<file path="src/rtl/tilt_filter.sv">
// rtl/tilt_filter.sv - accelerometer X-tilt resync, decimation, window averaging and hysteresis
//
// Purpose:
//    Brings the raw accelerometer word into the clk domain, samples it once
//    every SAMPLE_DIV cycles, averages the signed X tilt over 2^AVG_LOG2
//    samples and turns the average into hysteretic left/right flags plus a
//    saturated 4-bit intensity.
//
// Ports:
//    clk            in   system clock
//    rst            in   asynchronous active-low reset
//    acl_data       in   raw accelerometer word (foreign domain), X tilt in [9:5]
//    tilt_left      out  filtered left flag
//    tilt_right     out  filtered right flag (negative X)
//    tilt_intensity out  |avg| saturated to 15
//    sample_valid   out  one-cycle pulse when the outputs update

module tilt_filter #(
   parameter int SAMPLE_DIV = 100000,
   parameter int AVG_LOG2   = 3,
   parameter int ON_TH      = 4,
   parameter int OFF_TH     = 2
) (
   input  logic        clk,
   input  logic        rst,
   input  logic [14:0] acl_data,
   output logic        tilt_left,
   output logic        tilt_right,
   output logic [3:0]  tilt_intensity,
   output logic        sample_valid
);

   localparam int DIV_W = (SAMPLE_DIV > 1) ? $clog2(SAMPLE_DIV) : 1;
   localparam int ACC_W = 5 + AVG_LOG2;
   localparam int CNT_W = AVG_LOG2 + 1;

   localparam logic [DIV_W-1:0]  DIV_LAST = DIV_W'(SAMPLE_DIV - 1);
   localparam logic [CNT_W-1:0]  CNT_LAST = CNT_W'((1 << AVG_LOG2) - 1);
   localparam logic signed [4:0] ON_POS   = 5'(ON_TH);
   localparam logic signed [4:0] ON_NEG   = 5'(-ON_TH);
   localparam logic signed [4:0] OFF_POS  = 5'(OFF_TH);
   localparam logic signed [4:0] OFF_NEG  = 5'(-OFF_TH);

   typedef enum logic {FILL, RUN} state_e;

   // Input resynchronisation
   logic [14:0] s1_q, s2_q, s3_q, held_q;

   // Only the X field is consumed; the whole word still gates `held` so a
   // skewed multi-bit update is never captured half-way.
   logic unused_bits;
   assign unused_bits = ^{held_q[14:10], held_q[4:0]};

   always_ff @(posedge clk or negedge rst) begin
      if (!rst) begin
         s1_q   <= '0;
         s2_q   <= '0;
         s3_q   <= '0;
         held_q <= '0;
      end else begin
         s1_q <= acl_data;
         s2_q <= s1_q;
         s3_q <= s2_q;
         if (s2_q == s3_q) begin
            held_q <= s2_q;
         end
      end
   end

   // Sample tick divider
   logic [DIV_W-1:0] div_q, div_d;
   logic             tick;

   assign tick  = (div_q == DIV_LAST);
   assign div_d = tick ? '0 : div_q + 1'b1;

   // Window accumulator
   logic signed [ACC_W-1:0] acc_q, acc_d, acc_sum, acc_shr;
   logic        [CNT_W-1:0] cnt_q, cnt_d;
   logic signed [4:0]       smp;
   logic signed [4:0]       avg;
   logic                    win_done;

   assign smp      = held_q[9:5];
   assign acc_sum  = acc_q + ACC_W'(smp);
   assign win_done = tick && (cnt_q == CNT_LAST);
   // Arithmetic shift floors toward -inf; the result always fits in 5 bits.
   assign acc_shr  = acc_sum >>> AVG_LOG2;
   assign avg      = acc_shr[4:0];

   always_comb begin
      acc_d = acc_q;
      cnt_d = cnt_q;
      if (win_done) begin
         acc_d = '0;
         cnt_d = '0;
      end else if (tick) begin
         acc_d = acc_sum;
         cnt_d = cnt_q + 1'b1;
      end
   end

   always_ff @(posedge clk or negedge rst) begin
      if (!rst) begin
         div_q <= '0;
         acc_q <= '0;
         cnt_q <= '0;
      end else begin
         div_q <= div_d;
         acc_q <= acc_d;
         cnt_q <= cnt_d;
      end
   end

   // Hysteresis and intensity for the window being closed
   logic       left_q, left_d, right_q, right_d, valid_q, valid_d;
   logic [3:0] int_q, int_d;
   logic       new_left, new_right;
   logic [3:0] new_int;
   logic [4:0] avg_u, mag;

   assign avg_u = avg;
   // |-16| = 16 shows up as mag[4]; that is the only case needing saturation.
   assign mag     = avg_u[4] ? (~avg_u + 5'd1) : avg_u;
   assign new_int = mag[4] ? 4'd15 : mag[3:0];

   always_comb begin
      new_left = left_q;
      if (avg >= ON_POS) begin
         new_left = 1'b1;
      end else if (avg < OFF_POS) begin
         new_left = 1'b0;
      end
      new_right = right_q;
      if (avg <= ON_NEG) begin
         new_right = 1'b1;
      end else if (avg > OFF_NEG) begin
         new_right = 1'b0;
      end
   end

   // Output FSM
   state_e state_q, state_d;

   always_comb begin
      state_d = state_q;
      left_d  = left_q;
      right_d = right_q;
      int_d   = int_q;
      valid_d = 1'b0;
      case (state_q)
         FILL: begin
            if (win_done) begin
               state_d = RUN;
               left_d  = new_left;
               right_d = new_right;
               int_d   = new_int;
               valid_d = 1'b1;
            end
         end
         RUN: begin
            if (win_done) begin
               left_d  = new_left;
               right_d = new_right;
               int_d   = new_int;
               valid_d = 1'b1;
            end
         end
         default: state_d = FILL;
      endcase
   end

   always_ff @(posedge clk or negedge rst) begin
      if (!rst) begin
         state_q <= FILL;
         left_q  <= 1'b0;
         right_q <= 1'b0;
         int_q   <= 4'd0;
         valid_q <= 1'b0;
      end else begin
         state_q <= state_d;
         left_q  <= left_d;
         right_q <= right_d;
         int_q   <= int_d;
         valid_q <= valid_d;
      end
   end

   assign tilt_left      = left_q;
   assign tilt_right     = right_q;
   assign tilt_intensity = int_q;
   assign sample_valid   = valid_q;

endmodule
</file>
<file path="config.mk">
export PLATFORM = sky130hd
export DESIGN_NAME = tilt_filter
export DESIGN_NICKNAME = d
export VERILOG_FILES = /design/src/rtl/tilt_filter.sv
export SDC_FILE = /design/constraint.sdc
export NUM_CORES = 1
export LEC_CHECK = 0
export BUFFER_PORTS_ARGS = -buffer_cell sky130_fd_sc_hd__buf_2
export CAP_MARGIN = 15
export CORE_ASPECT_RATIO = 0.8
export CORE_MARGIN = 2
export CORE_UTILIZATION = 40
export CTS_BUF_LIST = sky130_fd_sc_hd__clkbuf_8
export DETAILED_ROUTE_END_ITERATION = 10
export REMOVE_ABC_BUFFERS = 1
export SETUP_SLACK_MARGIN = 0.4
export SYNTH_ARGS = -nofsm -noshare
export SYNTH_HDL_FRONTEND = slang
export SYNTH_SLANG_ARGS = --single-unit
</file>
<file path="constraint.sdc">
create_clock -name clk -period 3 [get_ports clk]
set_input_delay 0.3 -clock clk [delete_from_list [all_inputs] [get_ports clk]]
set_output_delay 0.3 -clock clk [all_outputs]
set_load 0.005 [all_outputs]
</file>
==> metrics.txt <==
Reg power frac=0.563; Worst path max stage delay=380 ps; warnings from Yosys=0; part of the Yosys area used for sequential elements=0.612; clock latency on the worst-skew pair=350 ps; clk slew on worst S/H paths=90 ps; PortBufs=23; Post-Layout Cell Count=424; vias in the first global route=2148; R2R Path End=tilt_intensity[1]; post-layout minimum cycle time=2510 ps; Worst Path Buf+Inv=0; Max Cap Violations=0; H-tree depth=3; GRT met2 Usage=0.199; Clk pwr share=0.412; io pins=24; CP max stage cell=dfrtp_1; Final Cycle Share=0.835; WP data arrival=2750 ps; reg2reg setup slack=490 ps; Inserted Diodes=0; Die X=109 µm; commonest non-fill, non-tap cell in the layout=dfrtp_1; via density per instance=4.92; DR WL/cell=13.1 µm; Slew headroom=0.622; Synth Area per Inst=13.0 µm²; Root Driver=clkbuf_8; LEAKAGE=1.89 nW; Core ar.=0.00852 mm²; Comb pwr share=0.025; die area=0.00957 mm²; Syn Inst Count=271; Rows=30; hold depth=1; clk buf depth=2; Least-Margin Pin Slew=567 ps; DRT iter0 DRCs=88; Post-Route WL=5.57 mm; worst hold path type=primary input to flip-flop; GP Congestion=0.795; Clock Skews=7.02 ps; first-pass GRT wire length=10.1 mm; CTS tree=yes; most frequent cells in the layout=dfrtp_1, xor2_1, nand2_1; fmax=399 MHz; die height=87.9 µm; switch share=0.213; initial antenna violation count=0; Hold Fails Final Rpt=0; placed cells=405; met3 capacity usage during global routing=0.0446; GR Overflow Total=0; Pint=1.68 mW; R2R depth=8; crit path capture=tilt_intensity[1]; Layout fillers=757; CP max FO=3; synthesized area=0.00352 mm²; CTS Buf Count=9; largest net degree at the start of global routing=87; VDD IR max=0.286 mV; Post-synth ARST share=1.00; R2R Path Start=held_q[5]; GR peak layer=met2; M1 GR Usage=0.191; kind of cell adding the most delay to the critical path=adder cells; Global Route Usage Sum=0.138; number of synthesized flops with an enable pin=0; WP depth=8; Final ANT Viol Nets=0; Final #Nets=335; Setup Viol. Count Final=0; effective utilization at floorplan=0.413; clock sink count=86; WS Path Type=flip-flop to flip-flop; fraction of layout cells with a size suffix above 1=0.199; via count=2087; Synth Flop Type=dfrtp_1; HPWL Detailed=3.67 mm; drc violations=0; crit path capture type=flip-flop; setup_tns=0 ps; Psw=0.455 mW; Pwr Density=529 mW/mm²; fin. max-slew vios=0; Worst Path Required=3240 ps; CP cell instances=ha_1 -> fa_2 -> a211oi_2 -> nor2_1 -> xnor2_1 -> ha_2 -> a311o_1 -> a22o_1; drt pass-1 iters=6; RSZ-0062 raised after global routing=no; library cells used by synthesis=53; Startpoint Class=flip-flop; Synth Register Bits=86; Worst setup startpoint=held_q[5]; status=completed; Area growth syn-to-layout=14.9%
[registers in the layout (all words and copies together) (netlist names), 4 cells and up]
register and count:
acc_q 8, cnt_q 4, div_q 17, held_q 5, s1_q 15, s2_q 15, s3_q 15, tilt_intensity 4
[cell usage after synthesis (2+ instances only)]
master | n | share of area
a21oi_2 | 2 | 0.0050
nand3_1 | 10 | 0.014
and3_1 | 3 | 0.0053
o31a_1 | 2 | 0.0050
a21o_1 | 2 | 0.0043
nor2_1 | 20 | 0.021
a22o_1 | 2 | 0.0050
a211oi_1 | 2 | 0.0043
nor4_1 | 4 | 0.0071
o21ai_0 | 5 | 0.0071
ha_1 | 10 | 0.036
a21oi_1 | 4 | 0.0057
nor3_1 | 3 | 0.0043
o31ai_1 | 8 | 0.017
nor4_4 | 2 | 0.012
xor2_1 | 26 | 0.065
clkbuf_1 | 2 | 0.0021
o21ai_1 | 3 | 0.0043
buf_6 | 2 | 0.0064
dfrtp_1 | 86 | 0.61
nand2_1 | 23 | 0.025
xnor2_1 | 10 | 0.025
nand4_1 | 4 | 0.0071
inv_1 | 3 | 0.0032
mux2_2 | 5 | 0.016
[power groups by stage]
stage          sequential [mW]  clock, mW  combinational, mW
4_1_cts                   1.20      0.911             0.0515
2_1_floorplan             1.22          0             0.0154
6_report                  1.20      0.881             0.0542
5_1_grt                   1.21      0.963             0.0639
3_5_place_dp              1.23          0             0.0514
3_3_place_gp              1.23          0             0.0511
[kinds of logic (layout without fill, tap and decap cells)]
| group | after synthesis | in the layout | synth area share |
|---|---|---|---|
| flip-flops | 86 | 86 | 0.612 |
| AND/OR/NAND/NOR | 82 | 82 | 0.131 |
| AO/OA/AOI/OAI | 42 | 42 | 0.0928 |
| XOR/XNOR | 37 | 37 | 0.0942 |
| adder cells (fa/ha/maj) | 11 | 11 | 0.0413 |
| buffers and inverters | 8 | 49 | 0.0132 |
| multiplexers | 5 | 5 | 0.0160 |
[what timing repair did]
action | in CTS | in global routing
endpoints found under the setup margin | 0 | 4
resized for setup | 0 | 2
endpoints found under the hold margin | 0 | 11
setup buffers | 0 | 1
hold buffers | 0 | 1
[how the worst min path moves through the flow]
stage / end / slack, ps / start
final: s1_q[1] / 50 / acl_data[1]
after CTS: s1_q[4] / 30 / acl_data[4]
after floorplan: acc_q[0] / 4 / rst
after global routing: s1_q[4] / 20 / acl_data[4]
after detailed placement: s2_q[0] / 330 / s1_q[0]
after global placement: s2_q[10] / 330 / s1_q[10]
[metal layers]
metal	share of wire	up-vias
li1	-	1029
met1	0.51	1027
met2	0.44	23
met3	0.033	8
met4	0.013	0
met5	0	-
[cell type report]
cell class	count	area, µm²	share of cell area
flip-flops and latches	86	2150	0.532
multi-input cells	177	1330	0.328
repair buffers	30	193	0.0477
well taps	112	140	0.0347
clock buffers	9	124	0.0306
clock inverters	7	97.6	0.0241
inverters	3	11.3	0.00279
[stage by stage]
step / hold slack, ps / cell area, µm² / power [mW] / util / worst slack (ps)
CTS: 27.5 / 3990 / 2.17 / 0.469 / 444
global route: 20.9 / 4040 / 2.23 / 0.474 / 411
global placement: 332 / 3770 / 1.28 / 0.443 / 558
finish: 48.7 / 4040 / 2.14 / 0.474 / 494
detailed placement: 335 / 3770 / 1.28 / 0.443 / 485
floorplan: 4.41 / 3480 / 1.24 / - / 410
No activity file was read; power rests on OpenSTA's default activity.
